--- config.mk ---
export PLATFORM = sky130hd
export DESIGN_NAME = sync_fifo
export DESIGN_NICKNAME = d
export VERILOG_FILES = /design/src/rtl/sync_fifo.sv
export SDC_FILE = /design/constraint.sdc
export NUM_CORES = 1
export LEC_CHECK = 0
export CORE_MARGIN = 2
export CORE_UTILIZATION = 65
export CTS_BUF_LIST = sky130_fd_sc_hd__clkbuf_8
export DETAILED_ROUTE_END_ITERATION = 10
export HOLD_SLACK_MARGIN = 0.03
export PLACE_DENSITY = 0.85
export REMOVE_ABC_BUFFERS = 1
export SLEW_MARGIN = 20
export SYNTH_ARGS = -nofsm -noshare
export SYNTH_HDL_FRONTEND = slang
export SYNTH_SLANG_ARGS = --single-unit
--- constraint.sdc ---
create_clock -name clk -period 7.2 [get_ports clk]
set_input_delay 1.08 -clock clk [delete_from_list [all_inputs] [get_ports clk]]
set_output_delay 1.08 -clock clk [all_outputs]
set_load 0.1 [all_outputs]
--- src/rtl/sync_fifo.sv ---
// Single-clock FIFO with registered data_out, flags and occupancy count.
// Over/underflow attempts are dropped and reported as one-cycle pulses.
module sync_fifo #(
  parameter int FIFO_WIDTH = 32,
  parameter int FIFO_DEPTH = 32,
  localparam int AW = $clog2(FIFO_DEPTH)
) (
  input  logic                  clk,
  input  logic                  rstN,
  input  logic                  wr_en,
  input  logic [FIFO_WIDTH-1:0] data_in,
  input  logic                  rd_en,
  output logic [FIFO_WIDTH-1:0] data_out,
  output logic                  empty,
  output logic                  full,
  output logic [AW:0]           count,
  output logic                  overflow,
  output logic                  underflow
);

  logic [FIFO_WIDTH-1:0] mem_q [FIFO_DEPTH];

  logic [AW:0]           wr_ptr_q, wr_ptr_d;
  logic [AW:0]           rd_ptr_q, rd_ptr_d;
  logic [AW:0]           count_q, count_d;
  logic [FIFO_WIDTH-1:0] data_q;
  logic                  empty_q, empty_d;
  logic                  full_q, full_d;
  logic                  ovf_q, unf_q;
  logic                  wr_acc, rd_acc;

  assign wr_acc = wr_en && !full_q;
  assign rd_acc = rd_en && !empty_q;

  always_comb begin
    wr_ptr_d = wr_ptr_q + (AW+1)'(wr_acc);
    rd_ptr_d = rd_ptr_q + (AW+1)'(rd_acc);
    count_d  = count_q + (AW+1)'(wr_acc)
             - (AW+1)'(rd_acc);
    empty_d  = (wr_ptr_d == rd_ptr_d);
    full_d   = (wr_ptr_d[AW] != rd_ptr_d[AW])
            && (wr_ptr_d[AW-1:0] == rd_ptr_d[AW-1:0]);
  end

  // Storage is deliberately left out of reset.
  always_ff @(posedge clk) begin
    if (rstN && wr_acc) begin
      mem_q[wr_ptr_q[AW-1:0]] <= data_in;
    end
  end

  always_ff @(posedge clk) begin
    if (!rstN) begin
      wr_ptr_q <= '0;
      rd_ptr_q <= '0;
      count_q  <= '0;
      data_q   <= '0;
      empty_q  <= 1'b1;
      full_q   <= 1'b0;
      ovf_q    <= 1'b0;
      unf_q    <= 1'b0;
    end else begin
      wr_ptr_q <= wr_ptr_d;
      rd_ptr_q <= rd_ptr_d;
      count_q  <= count_d;
      empty_q  <= empty_d;
      full_q   <= full_d;
      ovf_q    <= wr_en && full_q;
      unf_q    <= rd_en && empty_q;
      if (rd_acc) begin
        data_q <= mem_q[rd_ptr_q[AW-1:0]];
      end
    end
  end

  assign data_out  = data_q;
  assign empty     = empty_q;
  assign full      = full_q;
  assign count     = count_q;
  assign overflow  = ovf_q;
  assign underflow = unf_q;

endmodule

==> run_results.csv <==
group,metric,value,unit
clock_tree,clkSinkCount,1078,
timing,report.final.slew_viol_count,0,
drt,drc_errors,0,
placement,hpwl,59.3,mm
setup_path,rr_endpoint,"data_out[13]$_SDFFE_PN0P_",
timing,setup_violations,0,
yosys,ys.flop_type,"edfxtp_1",
floorplanning,die_w,258,um
setup_path,path_buf_inv,1,
global_routing,grt_util_all_layers,31.0,%
worst_hold_path,min_from,"full$_SDFF_PN0_",
yosys,ys_warn_count,0,
setup_path,slowest_stage,"nor2_4",
yosys,synth_area_leaders,"edfxtp_1 (74%), mux2i_1 (12%), a22oi_1 (4.6%), dfxtp_1 (2.6%), a21oi_1 (2.0%)",
clock_tree,insertion_delay,0.83,ns
clock_tree,cts_resized,0,
setup_path,reg2reg_slack,3.65,ns
floorplanning,fp.dieArea,66300,um2
floorplanning,io_pins,78,
power,intPower,9780,uW
global_routing,antenna_found_initial,7,
job,cap_violations,0,
setup_path,arrival,4.20,ns
timing,fin_setup_tns,0,ns
yosys,yosysTopAreaCellShare,73.6,%
yosys,yosysSeqAreaShare,76.2,%
power,power.density,283,nW/um2
layout,final_util,73.5,%
placement,finalWeightedCongestion,0.890,
global_routing,first_global_vias,22900,
power,p_sw,3380,uW
drt,firstDrtPassIters,6,
drt,drtIter0Drc,3432,
status,status,"complete, no violations",
power,sequentialPowerShare,53.2,%
setup_path,crit_path_max_incr_delay,1.08,ns
setup_path,path_delay_family,"simple AND/OR/NAND/NOR gates",
power,leakagePower,0.0144,uW
clock_tree,ctsRootBufferMaster,"clkbuf_8",
clock_tree,h-tree-depth,4,
timing,worst_clock_skew,0.0359,ns
floorplanning,floorplan.initialDensity,66.0,%
setup_path,start_kind,"input port",
worst_hold_path,hp-class,"reg2reg",
floorplanning,fp.coreArea,63300,um2
timing,slew_headroom,22.9,%
worst_hold_path,holdPathEnd,"overflow$_SDFF_PN0_",
power,p_comb_share,12.0,%
timing,final_hold_viol_count,0,
yosys,synth_seq_cells,1078,
setup_path,worstPathRequired,7.61,ns
clock_tree,cts_tree,"built",
layout,nets,2543,
yosys,netlist_instances,2365,
timing,tightest_slew,1.15,ns
clock_tree,ctsHoldBuffers,0,
timing,max_freq,0.264,GHz
setup_path,cp-end-kind,"register",
drt,routed_wl,103,mm
drt,antenna_left,0,
clock_tree,postCtsSetupRepairBufs,0,
timing,finalHoldWorstSlack,0.494,ns
layout,area_growth,11.4,%
setup_path,crit_path_max_fanout,32,
clock_tree,clk_path_buf_depth,3,
yosys,synth_cell_types,42,
layout,drive_above_1_share,11.5,%
yosys,async_reset_ff_share,0,%
global_routing,overflow,0,
floorplanning,rows,92,
drt,vias,23300,
drt,via_per_inst,6.72,
power,vdd_drop_max,0.000231,V
worst_hold_path,min_path_cells,1,
clock_tree,clk_pin_slew,0.06,ns
global_routing,grt_max_degree,145,
timing,fin_crit,3.79,ns
power,p_total,13200,uW
floorplanning,dieHeight,258,um
layout,fillers,3521,
global_routing,grt_pass1_wl,149,mm
yosys,syn_area,41800,um2
setup_path,crit_path_frequent_cell,"nand2_1",
setup_path,cp_cell_sequence,"clkdlybuf4s50_1 > nor2b_1 > nand2_1 > nor2_1 > nand2_1 > nor2_4",
placement,io_buffers,77,
power,switching_share,25.7,%
setup_path,reg2reg_from,"rd_ptr_q[0]$_SDFF_PN0_",
setup_path,critPathKind,"in2reg",
timing,period_share,52.7,%
power,p_clk_share,34.9,%
drt,wl_per_cell,29.6,um
yosys,yosysTopAreaCell,"edfxtp_1",
clock_tree,cts_buffers,160,
setup_path,r2r_cells,6,
yosys,synth_edf_count,1024,
yosys,syn_area_per_cell,17.7,um2
timing,rsz0062_at_grt,"no",
through the flow:
stage          cell area (um2)  instances  setup slack (ns)
4_1_cts                  46300       3462              3.49
6_report                 46500       3471              3.41
3_3_place_gp             43400       3176              2.69
5_1_grt                  46500       3470              3.21
2_1_floorplan            41000       2216            -13.28
3_5_place_dp             43400       3176              2.63
synth_stat cells (all sizes together) (5+ instances only):
library cell / instances
edfxtp: 1024
mux2i: 513
a22oi: 256
a21oi: 163
buf: 76
clkbuf: 73
dfxtp: 54
nor2: 40
o21ai: 33
or4: 32
xnor2: 17
and2: 14
inv: 9
nor2b: 9
ha: 6
nand2: 6
xor2: 6
nand3: 5
registers in the layout, indices dropped and copies added (netlist names):
register	flops
count	6
wr_ptr_q	6
mem_q	1024
full	1
underflow	1
data_out	32
empty	1
overflow	1
rd_ptr_q	6
cells by family (layout without fill, tap and decap cells):
group / Yosys count / after routing / share of synthesized area (%)
adder cells (fa/ha/maj): 7 / 7 / 0.228
flip-flops: 1078 / 1078 / 76.2
other: 0 / 1 / 0
AO/OA/AOI/OAI: 458 / 458 / 7.06
AND/OR/NAND/NOR: 128 / 128 / 1.76
XOR/XNOR: 23 / 23 / 0.482
multiplexers: 513 / 513 / 12.3
buffers and inverters: 158 / 417 / 1.99
power by group through the flow:
stage	Combinational [uW]	Sequential [uW]	Clock, uW
6_report	1570	6990	4590
5_1_grt	1630	7000	4870
4_1_cts	1550	6990	4610
3_5_place_dp	1540	7120	0
3_3_place_gp	1510	7120	0
2_1_floorplan	1560	7560	0
layout make-up:
class	count	area, um2	area share (%)
flip-flops and latches	1078	31800	68.4
inverters	9	33.8	0.0726
well taps	846	1060	2.28
clock inverters	114	581	1.25
repair buffers	122	1260	2.70
multi-input cells	1129	9390	20.2
clock buffers	172	2370	5.09
diodes	1	2.50	0.00538
placed cells by master (no fill, tap or decap), types with 6 or more instances in the layout:
cell	instances
mux2i_1	513
buf_2	13
xnor2_1	17
a22oi_1	256
nor2_4	34
clkdlybuf4s50_1	64
buf_4	31
edfxtp_1	1024
clkinvlp_4	8
clkbuf_8	172
o21ai_0	32
nor2b_1	7
clkinv_2	11
inv_1	81
xor2_1	6
or4_1	32
a21oi_1	163
ha_1	6
dfxtp_1	53
nor2_1	6
and2_1	13
clkinv_1	14
buf_12	9
routing by layer:
layer  track usage, %  vias to the layer above  wire length, um
li1                 -                     9754                -
met1             44.0                    11700            37600
met2             46.2                     1657            47300
met3             8.19                      248            13500
met4             13.4                        6             4200
met5                0                        -               36
worst max-delay path by stage:
stage / to / slack (ns) / startpoint / depth (start not counted)
final: mem_q[14][16]$_DFFE_PP_ / 3.41 / wr_en / 6
after global routing: mem_q[14][16]$_DFFE_PP_ / 3.21 / wr_en / 6
after CTS: mem_q[26][10]$_DFFE_PP_ / 3.49 / wr_en / 6
after detailed placement: mem_q[26][27]$_DFFE_PP_ / 2.63 / wr_en / 6
after global placement: mem_q[26][27]$_DFFE_PP_ / 2.69 / wr_en / 6
after floorplan: full$_SDFF_PN0_ / -13.28 / rd_ptr_q[0]$_SDFF_PN0_ / 5
Note: power is estimated with default switching activity, not from simulation.
